--- config.mk ---
export PLATFORM = sky130hd
export DESIGN_NAME = sync_general_arbiter
export DESIGN_NICKNAME = d
export VERILOG_FILES = /design/src/rtl/sync_general_arbiter.sv
export SDC_FILE = /design/constraint.sdc
export NUM_CORES = 1
export LEC_CHECK = 0
export CORE_AREA = 2 2 54 56
export CTS_BUF_LIST = sky130_fd_sc_hd__clkbuf_2
export DETAILED_ROUTE_END_ITERATION = 16
export DIE_AREA = 0 0 56 58
export PLACE_DENSITY = 0.95
export SLEW_MARGIN = 20
export SYNTH_ARGS = -nofsm -noshare
export SYNTH_HDL_FRONTEND = slang
export SYNTH_SLANG_ARGS = --single-unit
--- constraint.sdc ---
create_clock -name Clk -period 4.76 [get_ports Clk]
set_input_delay 0.952 -clock Clk [delete_from_list [all_inputs] [get_ports Clk]]
set_output_delay 0.952 -clock Clk [all_outputs]
set_load 0.005 [all_outputs]
--- src/rtl/sync_general_arbiter.sv ---
// sync_general_arbiter: round-robin sequencer sharing one sync_general unit among N_REQ requesters.
// Optional WAIT timeout enabled by defining ARB_TIMEOUT_EN.
module sync_general_arbiter #(
    parameter int data_bits = 6,
    parameter int N_REQ = 3,
    parameter int TIMEOUT_CYCLES = 16
) (
    input  logic                       Clk,
    input  logic                       Reset,
    input  logic [N_REQ-1:0]           Req,
    input  logic [N_REQ*data_bits-1:0] Din_bus,
    output logic [N_REQ-1:0]           Grant,
    output logic [N_REQ-1:0]           Done,
    output logic [data_bits-1:0]       Dout,
    output logic                       Error,
    output logic                       Busy,
    output logic                       U_Start,
    output logic [data_bits-1:0]       U_Din,
    input  logic [data_bits-1:0]       U_Dout,
    input  logic                       U_Ready,
    input  logic                       U_Error
);
    localparam int IW = N_REQ > 1 ? $clog2(N_REQ) : 1;
    typedef enum logic [1:0] {IDLE, ISSUE, WAIT, RESP} state_t;
    state_t state, nstate;
    logic [IW-1:0] ptr, idx, win, j;
    logic found, tmo;
    int k;
`ifdef ARB_TIMEOUT_EN
    localparam int TW = $clog2(TIMEOUT_CYCLES + 1);
    logic [TW-1:0] tcnt;
    assign tmo = state == WAIT && !U_Ready && tcnt == TW'(TIMEOUT_CYCLES - 1);
    always_ff @(posedge Clk) begin
        if (Reset || state == ISSUE)
            tcnt <= '0;
        else if (state == WAIT && !U_Ready)
            tcnt <= tcnt + 1'b1;
    end
`else
    logic unused_timeout;
    assign unused_timeout = TIMEOUT_CYCLES[0];
    assign tmo = 1'b0;
`endif
    // first set request at or after ptr, wrapping
    always_comb begin
        found = 1'b0;
        win = '0;
        j = '0;
        k = 0;
        for (int i = 0; i < N_REQ; i++) begin
            k = int'(ptr) + i;
            if (k >= N_REQ) k = k - N_REQ;
            j = IW'(k);
            if (!found && Req[j]) begin
                found = 1'b1;
                win = j;
            end
        end
    end
    always_comb begin
        nstate = state;
        Busy = state != IDLE;
        U_Start = state == ISSUE;
        Grant = Busy ? N_REQ'(1) << idx : '0;
        Done = state == RESP ? N_REQ'(1) << idx : '0;
        unique case (state)
            IDLE:    nstate = found ? ISSUE : IDLE;
            ISSUE:   nstate = WAIT;
            WAIT:    nstate = (U_Ready || tmo) ? RESP : WAIT;
            default: nstate = IDLE;
        endcase
    end
    always_ff @(posedge Clk) begin
        if (Reset) begin
            state <= IDLE;
            ptr <= '0;
            idx <= '0;
            U_Din <= '0;
            Dout <= '0;
            Error <= 1'b0;
        end else begin
            state <= nstate;
            if (state == IDLE && found) begin
                idx <= win;
                U_Din <= Din_bus[int'(win)*data_bits +: data_bits];
            end
            if (state == WAIT && U_Ready) begin
                Dout <= U_Dout;
                Error <= U_Error;
            end else if (tmo) begin
                Dout <= '0;
                Error <= 1'b1;
            end
            if (state == RESP)
                ptr <= idx == IW'(N_REQ - 1) ? '0 : idx + 1'b1;
        end
    end
endmodule

; ---- Word-level counts from Yosys, hierarchy flattened
; Index checks and enable logic that the tools add are counted.
[classes]
n_mux = 21
magnitude_cmp = 6
n_reduce_logical = 8
shifts = 2
n_mul = 1
addsub = 6
eq_ne = 4
[ops]
columns = operator, count
row1 = 18-bit by 6-bit indexed part select with 6-bit output, 1
row2 = 2-bit 2-to-1 mux, 7
row3 = 2-bit by 3-bit less-than comparator with 1-bit output (second input constant), 3
row4 = 1-bit 2-to-1 mux, 8
row5 = 1-bit binary-select mux with 2-bit select, 3
row6 = 2-bit == test (second input constant), 3
row7 = 3-bit by 2-bit greater-or-equal comparator with 1-bit output (second input constant), 2
row8 = 3-bit 2-to-1 mux, 2
row9 = 2-bit case mux with 3 select lines, 1
row10 = 2-bit subtractor (second input constant), 3
row11 = 1-bit logical AND, 4
row12 = 2-bit by 2-bit multiplier with 4-bit output (second input constant), 1
row13 = 2-bit by 1-bit adder with 3-bit output (second input constant), 1
row14 = 2-bit by 2-bit adder with 3-bit output (second input constant), 1
row15 = 1-bit by 2-bit << shifter with 3-bit output (first input constant), 1
row16 = 2-bit by 1-bit adder with 2-bit output (second input constant), 1
row17 = 2-bit by 1-bit == test with 1-bit output (second input constant), 1
row18 = 2-bit greater-or-equal comparator (second input constant), 1
row19 = 1-bit logical NOT, 2
row20 = 2-bit logical NOT, 1
row21 = 2-bit nonzero test, 1
[word_totals]
regBits = 19
elab_cells = 54
inputBits = 31
output_inout_bits = 21

; ---- Longest topological paths before layout
[logic_depth]
word_depth = 13
ltp_mapped = 9
ltp_nobuf = 7

; ---- Least setup slack after synthesis
; No wires, ideal clock.
[synth_timing]
path_kind = input-to-reg
from = in Req[0]
to = reg U_Din[0]
path_buffers = 1
arrival_time_ns = 2.414
slack_ns = 2.273
required_ns = 4.687
setup_ns = 0.073
stages = 6
path_cell_list = mux2_4 > a21bo_4 > o221a_4 > or3b_1 > buf_6 > o211ai_2
[synth_via]
elab_chain_len = 11
elab_cells_between_ends = 19
classes_between = mul: 1 / shift: 1 / mux: 12 / reduce/logical: 5
[synth_lines]
columns = element, line
row1 = "start, declared", 10  ; input logic [N_REQ-1:0] Req,
row2 = 1-bit binary-select mux with 2-bit select, 54  ; if (!found && Req[j]) begin
row3 = 1-bit 2-to-1 mux (not written as such), 54
row4 = 1-bit 2-to-1 mux, 54
row5 = 1-bit logical NOT, 54
row6 = 1-bit logical AND, 54
row7 = 1-bit 2-to-1 mux, 54
row8 = 1-bit logical NOT, 54
row9 = 1-bit logical AND, 54
row10 = 2-bit 2-to-1 mux, 54
row11 = 2-bit by 2-bit multiplier with 4-bit output, 85  ; U_Din <= Din_bus[int'(win)*data_bits +: data_bits];
row12 = 18-bit by 6-bit indexed part select with 6-bit output, 85
row13 = "end signal, assigned", 85
row14 = "end, declared", 18  ; output logic [data_bits-1:0] U_Din,
; Parallel ways exist; a longest one is shown, timed or not. The select of a mux whose other input is x is not followed.
; A chain may end at the register's enable or synchronous reset.

; ---- Worst setup path after layout
[layout_timing]
from = in Req[1]
to = reg U_Din[4]
; Same word-level chain as after synthesis.

==> flow_summary.toml <==
[logic_synthesis]
async_reset_ff_frac = 0
synth_area_um2 = 1200
synth_edf_count = 0
synth_top_area_cell = "dfxtp_1"
synth_top_family_by_area = "compound AO/OA/AOI/OAI gates"
syn_inst = 135
ys.flop_type = "dfxtp_1"
yosys_warnings = 0
synth.distinct_cells = 34
synth_area_leaders = "dfxtp_1 32%, ha_1 8.3%, mux2i_1 8.3%"
avgSynthCellArea_um2 = 8.90
muxShareOfSynthArea = 0.117
synth_nets = 174
synthAdderAreaFrac = 0.0833
synth_xor_area_frac = 0
synth-compound-area-share = 0.224
synth_top_area_frac = 0.317
ys_ff_latch = 19
yosysSeqAreaShare = 0.317
yosys.area_share.simple = 0.197

[sta]
drv_slew = 0
finalSetupViolations = 0
fmax_ghz = 0.347
fin_crit_sh = 0.605
rsz0062_at_grt = "false"
fin_worst_skew_ns = 0.00666
setup_tns_ns = 0
post-route-min-period_ns = 2.88
relSlewSlack = 0.532
hold_violations = 0
worstMarginPinSlew_ns = 0.697

[place]
place_inst = 211
io_buffer_count = 51
hpwl_um = 2590
place_congestion = 0.951
place_area_um2 = 1720

[clocking]
post_cts_resized = 0
clkLatencyLatePin_ns = 0.30
post_cts.repair.setup_buffers = 0
root_buffer = "clkbuf_2"
cts_sinks = 19
h-tree-depth = 1
cts_tree = "done"
hold_buffers = 0
cts_max_path_buffers = 2
clk_pin_slew_ns = 0.19
cts_buffers = 3

[final_layout]
final_cells = 215
postLayoutCellArea_um2 = 1750
diodes = 0
layout_common_cells = "51 x clkdlybuf4s50_1, 19 x dfxtp_1, 13 x nand3_1"
multi_input_area_um2 = 751
syn2layout_area_growth_pct = 45.3
layout-drive-gt1-share = 0.0870
fill_cells = 228
final_nets = 224
final_common_cell = "clkdlybuf4s50_1"
postLayoutCoreUtil = 0.656
seq_area_um2 = 380

[floorplan]
fp.dieW_um = 56
start_util = 0.451
fp-row-count = 19
die_y_um = 58
core_um2 = 2660
ios = 52
design.die.area_um2 = 3250

[critical_path]
worstPathArrival_ns = 3.13
cp.required_ns = 5.01
critPathKind = "in -> reg"
endpoint_kind = "flip-flop"
rrSetupSlack_ns = 2.22
endpoint = "U_Din[4]"
cp-start-kind = "input pin"
r2r_start = "ptr[1]"
r2r-end = "U_Din[4]"
reg2reg_depth = 7
crit_path_max_fanout = 7
worstSetupStartpoint = "Req[1]"

[status]
outcome = "finished, final reports clean"

[power]
vdd_drop_max_v = 0.000334
p_int_uw = 435
powerDensity_nw_per_um2 = 405
p_sw_uw = 271
pwr-share-clk = 0.099
p_leak_uw = 0.000697
power_frac_comb = 0.562
p_seq_frac = 0.339
p_sw_frac = 0.384

[route]
wl_per_cell_um = 15.1
vias_per_cell = 5.65
vias = 1214
ant_nets = 0
drc = 0
drt_wl_total_um = 3260
drt_first_pass_iters = 4
drt-initial-drc-count = 43

[min_path]
min_path_type = "reg -> reg"
whs_path_depth = 2

[global_route]
antenna_found_initial = 0
grt_max_degree = 14
grt_pass1_wl_um = 5260
grt_overflow_total = 0
grt_pass1_vias = 1210
grt_usage = 0.200

[run]
drv_cap = 0
==> power groups by stage <==
stage,combinational [uW],clock (uW),sequential [uW]
5_1_grt,427,77.4,245
4_1_cts,393,71.3,238
3_5_place_dp,390,0,242
6_report,397,69.9,239
2_1_floorplan,224,0,238
3_3_place_gp,376,0,239
==> cells in the mapped netlist (2+ instances only) <==
master and number:
dfxtp_1 19, and3_1 2, ha_1 8, o211ai_2 6, a21oi_1 10, nand3b_1 2
inv_1 12, nand2_1 11, nor3_1 6, o211ai_1 6, nand3_1 13, nor2_1 3
nor2b_1 2, clkbuf_1 5, mux2i_1 10, a211oi_1 2
==> final cells by class <==
cell class,count,area share
Tap cell,31,0.0222
Clock inverter,1,0.00287
Sequential cell,19,0.218
Multi-Input combinational cell,98,0.430
Timing Repair Buffer,51,0.292
Inverter,12,0.0258
Clock buffer,3,0.00860
==> routing by layer <==
layer  vias up  part of all wire  track usage
li1        591                 -            -
met1       564              0.41        0.239
met2        57              0.50        0.368
met3         2             0.085       0.0558
met4         0            0.0031       0.0272
met5         -                 0            0
==> through the flow <==
step,power (uW),hold WS [ns],setup slack [ns]
2_1_floorplan,461,0.453,2.27
3_3_place_gp,615,0.443,1.52
3_5_place_dp,631,0.449,1.37
4_1_cts,702,0.472,1.70
5_1_grt,750,0.493,1.72
6_report,706,0.469,1.88
==> flip-flops by register name (all words and copies together), names as in the netlist <==
register / flops
Dout: 6
Error: 1
U_Din: 6
idx: 2
ptr: 2
state: 2
==> critical path: stages <==
cell	delay, ns
clkdlybuf4s50_1	0.60
mux2i_1	0.13
o21ai_1	0.31
o311a_1	0.37
or3b_1	0.54
o211ai_2	0.22
==> cell families after synthesis <==
group / after synthesis
compound gates: 32
buf+inv: 18
mux: 13
flops: 19
fa+ha+maj: 8
simple gates: 45
==> worst min-delay path by stage <==
stage	from	end	slack, ns
after floorplan	Dout[0]	Dout[0]	0.45
after global placement	Error	Error	0.44
final	Dout[4]	Dout[4]	0.47
after detailed placement	Dout[0]	Dout[0]	0.45
after CTS	Dout[0]	Dout[0]	0.47
after global routing	Dout[0]	Dout[0]	0.49
Note: power is estimated with default switching activity, not from simulation.
